===== config.mk =====
export PLATFORM = sky130hd
export DESIGN_NAME = mips_alu
export DESIGN_NICKNAME = d
export VERILOG_FILES = /design/src/rtl/mips_alu.sv
export SDC_FILE = /design/constraint.sdc
export NUM_CORES = 1
export LEC_CHECK = 0
export ABC_AREA = 1
export CAP_MARGIN = 25
export CORE_MARGIN = 3
export CORE_UTILIZATION = 60
export CTS_BUF_LIST = sky130_fd_sc_hd__clkbuf_2 sky130_fd_sc_hd__clkbuf_4 sky130_fd_sc_hd__clkbuf_8
export CTS_CLUSTER_SIZE = 30
export DETAILED_ROUTE_END_ITERATION = 10
export PLACE_DENSITY_LB_ADDON = 0.08
export RECOVER_POWER = 25
export SYNTH_ARGS = -nofsm -noshare
export SYNTH_HDL_FRONTEND = slang
export SYNTH_SLANG_ARGS = --single-unit

===== constraint.sdc =====
create_clock -name clk -period 7 [get_ports clk]
set_clock_uncertainty 0.1 [all_clocks]
set_input_delay 1.4 -clock clk [delete_from_list [all_inputs] [get_ports clk]]
set_output_delay 1.4 -clock clk [all_outputs]
set_load 0.01 [all_outputs]

===== src/rtl/mips_alu.sv =====
// ---------------------------------------------------------------------------
// mips_alu
//
// Single-cycle-latency 32-bit MIPS-style ALU. Operands and command are
// sampled on each rising clk edge and the result plus flags are registered,
// so a new operation can be issued every cycle with no handshake.
//
// Ports
//   clk      in   1   rising-edge clock
//   reset_n  in   1   synchronous active-low reset (outputs -> res=0, zero=1)
//   opA      in  32   operand A, two's complement
//   opB      in  32   operand B, two's complement
//   cin      in   1   carry-in, consumed by ADD only
//   cmd      in   3   0 ADD, 1 SUB, 2 XOR, 3 SLT, 4 AND, 5 ERROR, 6 NOR, 7 OR
//   res      out 32   registered result
//   zero     out  1   registered, 1 when res is all zeros
//   ovf      out  1   registered signed overflow (ADD/SUB only)
//   cout     out  1   registered carry (ADD) or borrow (SUB)
// ---------------------------------------------------------------------------
module mips_alu (
    input  logic        clk,
    input  logic        reset_n,
    input  logic [31:0] opA,
    input  logic [31:0] opB,
    input  logic        cin,
    input  logic [2:0]  cmd,
    output logic [31:0] res,
    output logic        zero,
    output logic        ovf,
    output logic        cout
);

    localparam logic [2:0] CMD_ADD = 3'd0;
    localparam logic [2:0] CMD_SUB = 3'd1;
    localparam logic [2:0] CMD_XOR = 3'd2;
    localparam logic [2:0] CMD_SLT = 3'd3;
    localparam logic [2:0] CMD_AND = 3'd4;
    localparam logic [2:0] CMD_ERR = 3'd5;
    localparam logic [2:0] CMD_NOR = 3'd6;
    localparam logic [2:0] CMD_OR  = 3'd7;

    // Bitwise results, built per bit so each lane is a single LUT function.
    logic [31:0] and_bits;
    logic [31:0] or_bits;
    logic [31:0] xor_bits;
    logic [31:0] nor_bits;

    genvar gi;
    generate
        for (gi = 0; gi < 32; gi = gi + 1) begin : g_logic
            assign and_bits[gi] = opA[gi] & opB[gi];
            assign or_bits[gi]  = opA[gi] | opB[gi];
            assign xor_bits[gi] = opA[gi] ^ opB[gi];
            assign nor_bits[gi] = ~(opA[gi] | opB[gi]);
        end
    endgenerate

    // 33-bit adders: bit 32 is the carry out of bit 31.
    logic [32:0] sum_full;
    logic [32:0] diff_full;
    logic        add_ovf;
    logic        sub_ovf;
    logic        slt_bit;

    assign sum_full  = {1'b0, opA} + {1'b0, opB} + {32'd0, cin};
    // Subtract as opA + ~opB + 1; the raw carry is the inverse of borrow.
    assign diff_full = {1'b0, opA} + {1'b0, ~opB} + 33'd1;

    assign add_ovf = (opA[31] == opB[31]) && (sum_full[31] != opA[31]);
    assign sub_ovf = (opA[31] != opB[31]) && (diff_full[31] != opA[31]);
    // Sign of the difference corrected by overflow gives a true signed
    // less-than even at the extremes (e.g. 0x80000000 vs 0x7FFFFFFF).
    assign slt_bit = diff_full[31] ^ sub_ovf;

    logic [31:0] res_next;
    logic        cout_next;
    logic        ovf_next;

    always_comb begin
        res_next  = 32'd0;
        cout_next = 1'b0;
        ovf_next  = 1'b0;
        case (cmd)
            CMD_ADD: begin
                res_next  = sum_full[31:0];
                cout_next = sum_full[32];
                ovf_next  = add_ovf;
            end
            CMD_SUB: begin
                res_next  = diff_full[31:0];
                cout_next = ~diff_full[32];
                ovf_next  = sub_ovf;
            end
            CMD_XOR: res_next = xor_bits;
            CMD_SLT: res_next = {31'd0, slt_bit};
            CMD_AND: res_next = and_bits;
            CMD_ERR: res_next = 32'd0;
            CMD_NOR: res_next = nor_bits;
            CMD_OR:  res_next = or_bits;
            default: res_next = 32'd0;
        endcase
    end

    logic [31:0] res_reg;
    logic        zero_reg;
    logic        ovf_reg;
    logic        cout_reg;

    always_ff @(posedge clk) begin
        if (!reset_n) begin
            res_reg  <= 32'd0;
            zero_reg <= 1'b1;
            ovf_reg  <= 1'b0;
            cout_reg <= 1'b0;
        end else begin
            res_reg  <= res_next;
            zero_reg <= (res_next == 32'd0);
            ovf_reg  <= ovf_next;
            cout_reg <= cout_next;
        end
    end

    assign res  = res_reg;
    assign zero = zero_reg;
    assign ovf  = ovf_reg;
    assign cout = cout_reg;

endmodule


* Yosys cells after proc, flatten, opt, wreduce, memory -nomap -nowiden
Cells that the tools add are included.
** Storage, ports and cells
- Bits in registers :: 35
- Input bits :: 70
- Output and inout port bits :: 35
** Cells by class
- Add/sub/neg operators :: 4
- Equal/unequal tests :: 11
- Muxes and demuxes :: 3
- Bitwise logic cells :: 131
- Reduce and logical (&&, ||, !) cells :: 4
** Operator list (number)
- $pmux W32 S8 :: 1
- $add A32 B32 Y33 :: 2
- $add A33 B1 Y33 :: 1
- $add A33 B1 Y33 const B :: 1
- $not A1 Y1 :: 33
- $xor A1 B1 Y1 :: 33
- $and A1 B1 Y1 :: 32
- $logic_not A32 Y1 :: 1
- $not A32 Y32 :: 1
- $or A1 B1 Y1 :: 32
- $eq A3 B3 Y1 const B :: 4
- $eq A3 B2 Y1 const B :: 2
- $pmux W1 S2 :: 2
- $eq A3 B1 Y1 const B :: 1
- $logic_not A3 Y1 :: 1
- $ne A1 B1 Y1 :: 3
- $logic_and A1 B1 Y1 :: 2
- $eq A1 B1 Y1 :: 1

* Logic depth before layout (Yosys ltp)
Gate-level depths: netlist (run 1).
- Word-level depth :: 8
- Mapped depth :: 24

* Worst setup path before layout (run 1)
Ideal clock, no wire load.
- Kind :: input -> register
- Start point :: input opA[17]
- End point :: register zero_reg (netlist: zero)
- Data arrival time :: 3878 ps
- Data required time :: 6839 ps
- Slack :: 2961 ps
- Stages on the path :: 21
- Cell sequence :: inv_1 -> ha_1 -> buf_6 -> nor2_2 -> nand2_1 -> nor2_1 -> and3_1 -> nand2_1 -> nand2_1 -> a21oi_1 -> o21bai_1 -> fa_1 -> a31oi_1 -> o2111ai_1 -> nand2_1 -> nor2_1 -> nor2_1 -> nand2_1 -> nor2_1 -> nand3_1 -> nand2_1
** On the way
- Word-level cells in the longest chain between the ends :: 7
- Elaborated cells between the ends (all ways) :: 13
- Classes of those cells :: add/sub: 4; eq/ne: 1; mux: 1; bitwise: 5; reduce/logical: 2
** Ends and longest elaborated chain
- start, declared :: RTL line 23 : input logic [31:0] opA,
- $add A32 B32 Y33 :: RTL line 67 : assign diff_full = {1'b0, opA} + {1'b0, ~opB} + 33'd1;
- $add A33 B1 Y33 :: RTL line 67
- $ne A1 B1 Y1 :: RTL line 70 : assign sub_ovf = (opA[31] != opB[31]) && (diff_full[31] != opA[31]);
- $logic_and A1 B1 Y1 :: RTL line 70
- $xor A1 B1 Y1 :: RTL line 73 : assign slt_bit = diff_full[31] ^ sub_ovf;
- $pmux W32 S8 * :: RTL line 83 : case (cmd)
- $logic_not A32 Y1 * :: RTL line 117 : zero_reg <= (res_next == 32'd0);
- end signal, assigned :: RTL line 117
- end, declared :: RTL line 105 : logic zero_reg;
Every way passes the cells marked *; elsewhere a longest branch is shown, timed or not.
A chain may end at the register's enable or synchronous reset.

* Final worst setup path (run 1)
- Start point :: input opA[8]
- End point :: register zero_reg (netlist: zero)
Same word-level chain as after synthesis.

==> impl_metrics.csv, run 1 <==
group,metric,value,unit
outcome,status,"finished, final reports clean",
routing,route.met3.wl,3.416,mm
timing,fmax,201.2,MHz
synth,syn_area,8000,um^2
grt,grt_antenna_before_repair,0,
timing,min_period,4.969,ns
floorplan,start_util,62.38,%
grt,grt-ovfl-total,0,
final_layout,utilization,70.35,%
clocking,cts_tree,"done",
synth,synth_cell_types,49,
critical_path,critPathRequiredTime,7.14,ns
clocking,cts_buffers,5,
grt,track_usage,36.99,%
final_layout,largest_reg_flops,32,
floorplan,chipHeight,121.5,um
final_layout,mostFrequentLayoutCell,"nand2_1",
synth,async_reset_ff_share,0,%
final_layout,regArea,700.7,um^2
final_layout,drive_above_1_share,3.821,%
clocking,clock_path_buffers,2,
final_layout,fillCellCount,1216,
power_and_ir_drop,power_density,113.2,nW/um^2
timing,worst_pin_slew,0.9782,ns
critical_path,crit_path_end,"zero",
synth,synth_seq_cells,35,
critical_path,cp-start-kind,"input pin",
routing,via_per_inst,5.604,
placement,gp_congestion,1.040,
critical_path,critPathLaunch,"opA[8]",
clocking,clock_sinks,35,
critical_path,slowest_stage,"clkdlybuf4s50_1",
timing,slew_headroom,34.63,%
critical_path,crit_top_cell,"nand2_1",
clocking,cts_resized,0,
worst_hold_path,hp-class,"input pin to flip-flop",
timing,finalCritPeriodShare,70.99,%
critical_path,path_delay_family,"simple AND/OR/NAND/NOR gates",
timing,rsz0062_at_grt,"no",
routing,finalWirelength,27.82,mm
synth,syn_nets,1649,
placement,dp_hpwl,22.52,mm
final_layout,insertedDiodeCount,0,
final_layout,post-route-cell-area,9022,um^2
routing,routedLengthMet1,11.57,mm
routing,wire_per_inst,16.21,um
final_layout,multi_input_area,5690,um^2
synth,synth_edf_count,0,
synth,yosysTopAreaCell,"nand2_1",
placement,place_ws,1.885,ns
synth,synthCells,1479,
timing,setup_ws,2.031,ns
critical_path,critPathMaxFanout,9,
timing,slew_viol_final,0,
floorplan,ioPinCount,105,
clocking,clk_pin_slew,0.06,ns
routing,final_antenna_net_count,0,
grt,grt_pass1_wl,42.96,mm
placement,dpl_cell_area,8935,um^2
routing,drc_errors,0,
synth,yosys_warnings,0,
critical_path,end_kind,"flip-flop",
final_layout,final_cell_mix,"nand2_1 (476), inv_1 (325), nand3_1 (152)",
floorplan,core_area,12820,um^2
floorplan,dieArea,14760,um^2
routing,num_vias,9616,
clocking,postCtsHoldBufs,0,
final_layout,syn_to_final_growth,12.78,%
critical_path,worstPathCellList,"clkdlybuf4s50_1, inv_1, ha_1, inv_1, a21oi_1, nand2_1, a21oi_1, nand2_1, nand2_1, nand2_1, a21oi_1, o21bai_1, fa_1, a31oi_1, o2111ai_1, nand2_1, nor2_1, nor2_1, nand2_1, nor2_1, nand3_1, nand2_1",
final_layout,layout.nets,1714,
synth,synth_seq_area_share,8.758,%
synth,synth_ff_type,"dfxtp_1",
grt,grt_max_degree,33,
clocking,cts_root_buf,"clkbuf_8",
flow_run,max-cap-violations,0,
timing,hold_viol,0,
critical_path,worstPathArrival,5.11,ns
critical_path,crit_path_max_incr_delay,0.50,ns
power_and_ir_drop,p_total,1.021,mW
clocking,ctsHtreeMaxLevel,2,
routing,firstDrtPassIters,8,
floorplan,die_w,121.5,um
timing,setup_viol,0,
power_and_ir_drop,peakVddDrop,75.22,uV
clocking,postCtsSetupBuffers,0,
power_and_ir_drop,p_leak,5.312,nW
grt,grt_pass1_vias,8417,
placement,numPortBuffers,104,
critical_path,crit_type,"input pin to flip-flop",
critical_path,path_buf_inv,3,
routing,dr_wl_met2,11.89,mm
synth,synth_area_leaders,"nand2_1 (22%), inv_1 (15%), ha_1 (15%)",
critical_path,path_depth,22,
synth,avgSynthCellArea,5.409,um^2
routing,drt_iter0_markers,1286,
timing,finalSetupTns,0,ns
synth,yosys.area.top_type_share,22.33,%
floorplan,fp-row-count,41,
routing,top_layer,"met4",
-- cell families (layout without fill, tap and decap cells) --
logic type | after synthesis | in the layout | synth area share (%)
AND/OR/NAND/NOR | 807 | 807 | 42.87
adder cells (fa/ha/maj) | 100 | 100 | 16.02
XOR/XNOR | 4 | 4 | 0.4379
flip-flops | 35 | 35 | 8.758
buffers and inverters | 385 | 450 | 20.18
AO/OA/AOI/OAI | 148 | 148 | 11.75
-- through the flow --
stage / hold WS, ns / instances
2_1_floorplan: 1.491 / 1479
3_3_place_gp: 2.029 / 1709
3_5_place_dp: 2.034 / 1709
4_1_cts: 1.767 / 1716
5_1_grt: 1.789 / 1716
6_report: 1.763 / 1716
-- power breakdown --
part | internal, mW | switching [mW]
Combinational | 0.222 | 0.427
Clock | 0.0771 | 0.0754
Sequential | 0.216 | 0.00375
-- Yosys cell counts (2+ instances only) --
| master | n |
|---|---|
| a211oi_1 | 3 |
| a21oi_1 | 49 |
| a21oi_2 | 4 |
| a221oi_1 | 13 |
| a221oi_2 | 6 |
| a31oi_1 | 4 |
| and2_1 | 6 |
| and3_1 | 2 |
| buf_2 | 14 |
| buf_4 | 15 |
| buf_6 | 10 |
| clkbuf_1 | 6 |
| dfxtp_1 | 35 |
| fa_1 | 4 |
| ha_1 | 96 |
| inv_1 | 325 |
| inv_2 | 9 |
| nand2_1 | 476 |
| nand2_2 | 5 |
| nand3_1 | 152 |
| nand3_2 | 4 |
| nand3b_1 | 2 |
| nand4_1 | 24 |
| nor2_1 | 109 |
| nor2_2 | 12 |
| nor3_1 | 8 |
| nor3_2 | 3 |
| o211ai_1 | 2 |
| o21ai_0 | 35 |
| o21ai_1 | 9 |
| o21bai_1 | 9 |
| o221ai_1 | 2 |
| o22ai_1 | 7 |
| xor2_1 | 4 |
-- final cells by class --
cell class	count	share of cell area [%]
multi-input cells	1059	63.07
inverters	337	14.10
repair buffers	106	11.70
flip-flops and latches	35	7.766
well taps	172	2.385
clock buffers	6	0.9153
clock inverters	1	0.05547
-- how the worst min path moves through the flow --
stage / from / to / slack (ns) / cells past startpoint
5_1_grt: reset_n / zero / 1.79 / 3
6_report: reset_n / zero / 1.76 / 3
2_1_floorplan: opA[31] / ovf / 1.49 / 3
3_3_place_gp: reset_n / zero / 2.03 / 3
4_1_cts: reset_n / zero / 1.77 / 3
3_5_place_dp: res[2] / res[2] / 2.03 / 1
-- worst min-delay path, cell delays in order --
cell and delay, ns:
clkdlybuf4s50_1 0.41, buf_4 0.22, nand2_1 0.10
-- layer usage --
metal / vias to the layer above / global-route usage (%)
met2: 616 / 58.62
met1: 4233 / 50.14
met5: - / 0
li1: 4685 / -
met4: 0 / 11.62
met3: 82 / 7.832
Power figures use the tool's default switching activity.
==> inputs of run 2 (changes only) <==
- CORE_UTILIZATION: 60 -> 59
- clock period: 7 -> 4.9 ns (I/O delays scaled with it)
==> run 2 against run 1 <==
Via count is 3.8% higher. Setup slack worse by 1.6 ns. Combinational power increased by 49%. Non-clock buffer count up 20. Wire length rose by 6.9%. Critical path depth unchanged. Global-route usage increased by 2.5 points. Sequential share of layout area fell by 0.16 points. Critical endpoint unchanged. Largest cell class unchanged.
==> impl_metrics.csv, run 2 (synthesized netlist as in run 1, its figures left out) <==
group,metric,value,unit
outcome,status,"finished, final reports clean",
critical_path,worstPathCellList,"clkdlybuf4s50_1, inv_1, ha_1, inv_1, a21oi_1, nand2_1, a21oi_1, nand2_1, nand2_1, nand2_1, a21oi_1, o21bai_1, fa_1, a31oi_1, o2111ai_1, nand2_1, nor2_1, nor2_1, nand2_1, nor2_1, nand3_1, nand2_1",
clocking,clock_sinks,35,
timing,slew_viol_final,0,
final_layout,mostFrequentLayoutCell,"nand2_1",
clocking,cts_buffers,5,
placement,numPortBuffers,104,
flow_run,max-cap-violations,0,
final_layout,largest_reg_flops,32,
placement,place_ws,0.2451,ns
final_layout,syn_to_final_growth,15.12,%
power_and_ir_drop,p_leak,5.422,nW
worst_hold_path,min_from,"reset_n",
timing,holdWs,1.345,ns
critical_path,crit_path_max_incr_delay,0.51,ns
clocking,cts_root_buf,"clkbuf_8",
floorplan,core_area,12930,um^2
timing,finalCritPeriodShare,91.08,%
timing,slew_headroom,48.80,%
critical_path,end_kind,"flip-flop",
routing,final_antenna_net_count,0,
power_and_ir_drop,power_density,169.1,nW/um^2
final_layout,regArea,700.7,um^2
final_layout,fin_cells,1737,
final_layout,layout.nets,1734,
critical_path,path_depth,22,
final_layout,insertedDiodeCount,0,
critical_path,crit_top_cell,"nand2_1",
timing,setup_viol,0,
critical_path,cp-start-kind,"input pin",
floorplan,dieArea,14990,um^2
grt,grt-ovfl-total,0,
critical_path,slowest_stage,"clkdlybuf4s50_1",
clocking,clock_path_buffers,2,
power_and_ir_drop,peakVddDrop,113.0,uV
clocking,postCtsSetupBuffers,0,
critical_path,crit_type,"input pin to flip-flop",
routing,firstDrtPassIters,8,
routing,num_vias,9983,
routing,drc_errors,0,
grt,grt_pass1_vias,9074,
clocking,clk_pin_slew,0.07,ns
floorplan,ioPinCount,105,
floorplan,die_w,122.4,um
timing,hold_viol,0,
critical_path,critPathLaunch,"opA[8]",
grt,grt_max_degree,33,
critical_path,worstPathArrival,4.60,ns
grt,grt_antenna_before_repair,0,
clocking,cts_tree,"done",
worst_hold_path,whs_path_depth,3,
routing,drt_iter0_markers,1405,
grt,grt_pass1_wl,46.25,mm
critical_path,path_delay_family,"simple AND/OR/NAND/NOR gates",
floorplan,chipHeight,122.4,um
timing,setup_ws,0.4369,ns
final_layout,fillCellCount,1170,
timing,rsz0062_at_grt,"no",
worst_hold_path,hp-class,"input pin to flip-flop",
placement,dp_hpwl,23.98,mm
placement,gp_congestion,1.033,
floorplan,start_util,61.89,%
clocking,postCtsHoldBufs,0,
timing,finalSetupTns,0,ns
timing,min_period,4.463,ns
final_layout,multi_input_area,5685,um^2
final_layout,final_cell_mix,"nand2_1 (476), inv_1 (325), nand3_1 (152)",
final_layout,drive_above_1_share,5.112,%
timing,worst_pin_slew,0.7669,ns
routing,via_per_inst,5.747,
critical_path,critPathRequiredTime,5.04,ns
grt,track_usage,39.45,%
floorplan,fp-row-count,41,
critical_path,critPathMaxFanout,9,
routing,wire_per_inst,17.11,um
critical_path,path_buf_inv,3,
routing,finalWirelength,29.72,mm
clocking,ctsHtreeMaxLevel,2,
placement,dpl.cell_count,1729,
clocking,cts_resized,0,
timing,fmax,224.1,MHz
-- run 2: layer usage --
| layer | track usage, % | vias up | part of all wire [%] |
|---|---|---|---|
| met2 | 61.25 | 749 | 41 |
| met1 | 53.45 | 4350 | 39 |
| met4 | 17.56 | 0 | 5.1 |
| met5 | 0 | - | 0 |
| li1 | - | 4733 | - |
| met3 | 6.866 | 151 | 14 |
-- run 2: final timing paths --
kind,end,slack [ns]
hold / removal,zero,1.34
setup / recovery,zero,0.44
-- run 2: report_power, final --
part	switching (mW)	internal, mW	total [mW]	leakage (nW)
clock	0.112	0.165	0.277	0.0612
sequential	0.00531	0.309	0.314	0.289
combinational	0.631	0.336	0.967	5.07
total	0.749	0.809	1.56	5.42
-- run 2: final cells by class --
class	instances	share of cell area (%)
multi-input combinational	1059	61.73
inverter	337	13.82
timing repair buffer	126	13.23
sequential	35	7.608
tap	172	2.337
clock buffer	6	0.8966
clock inverter	2	0.3804
-- run 2: worst min-delay path, cell delays in order --
cell and delay, ns:
clkdlybuf4s50_1 0.41, buf_4 0.23, nand2_1 0.09
-- run 2: metrics by stage --
step / instance area [um^2] / utilization (%) / total power, mW
floorplan: 8000 / - / 0.9224
global placement: 9092 / 70.33 / 1.226
detailed placement: 9092 / 70.33 / 1.245
CTS: 9210 / 71.24 / 1.520
global route: 9210 / 71.24 / 1.646
finish: 9210 / 71.24 / 1.558
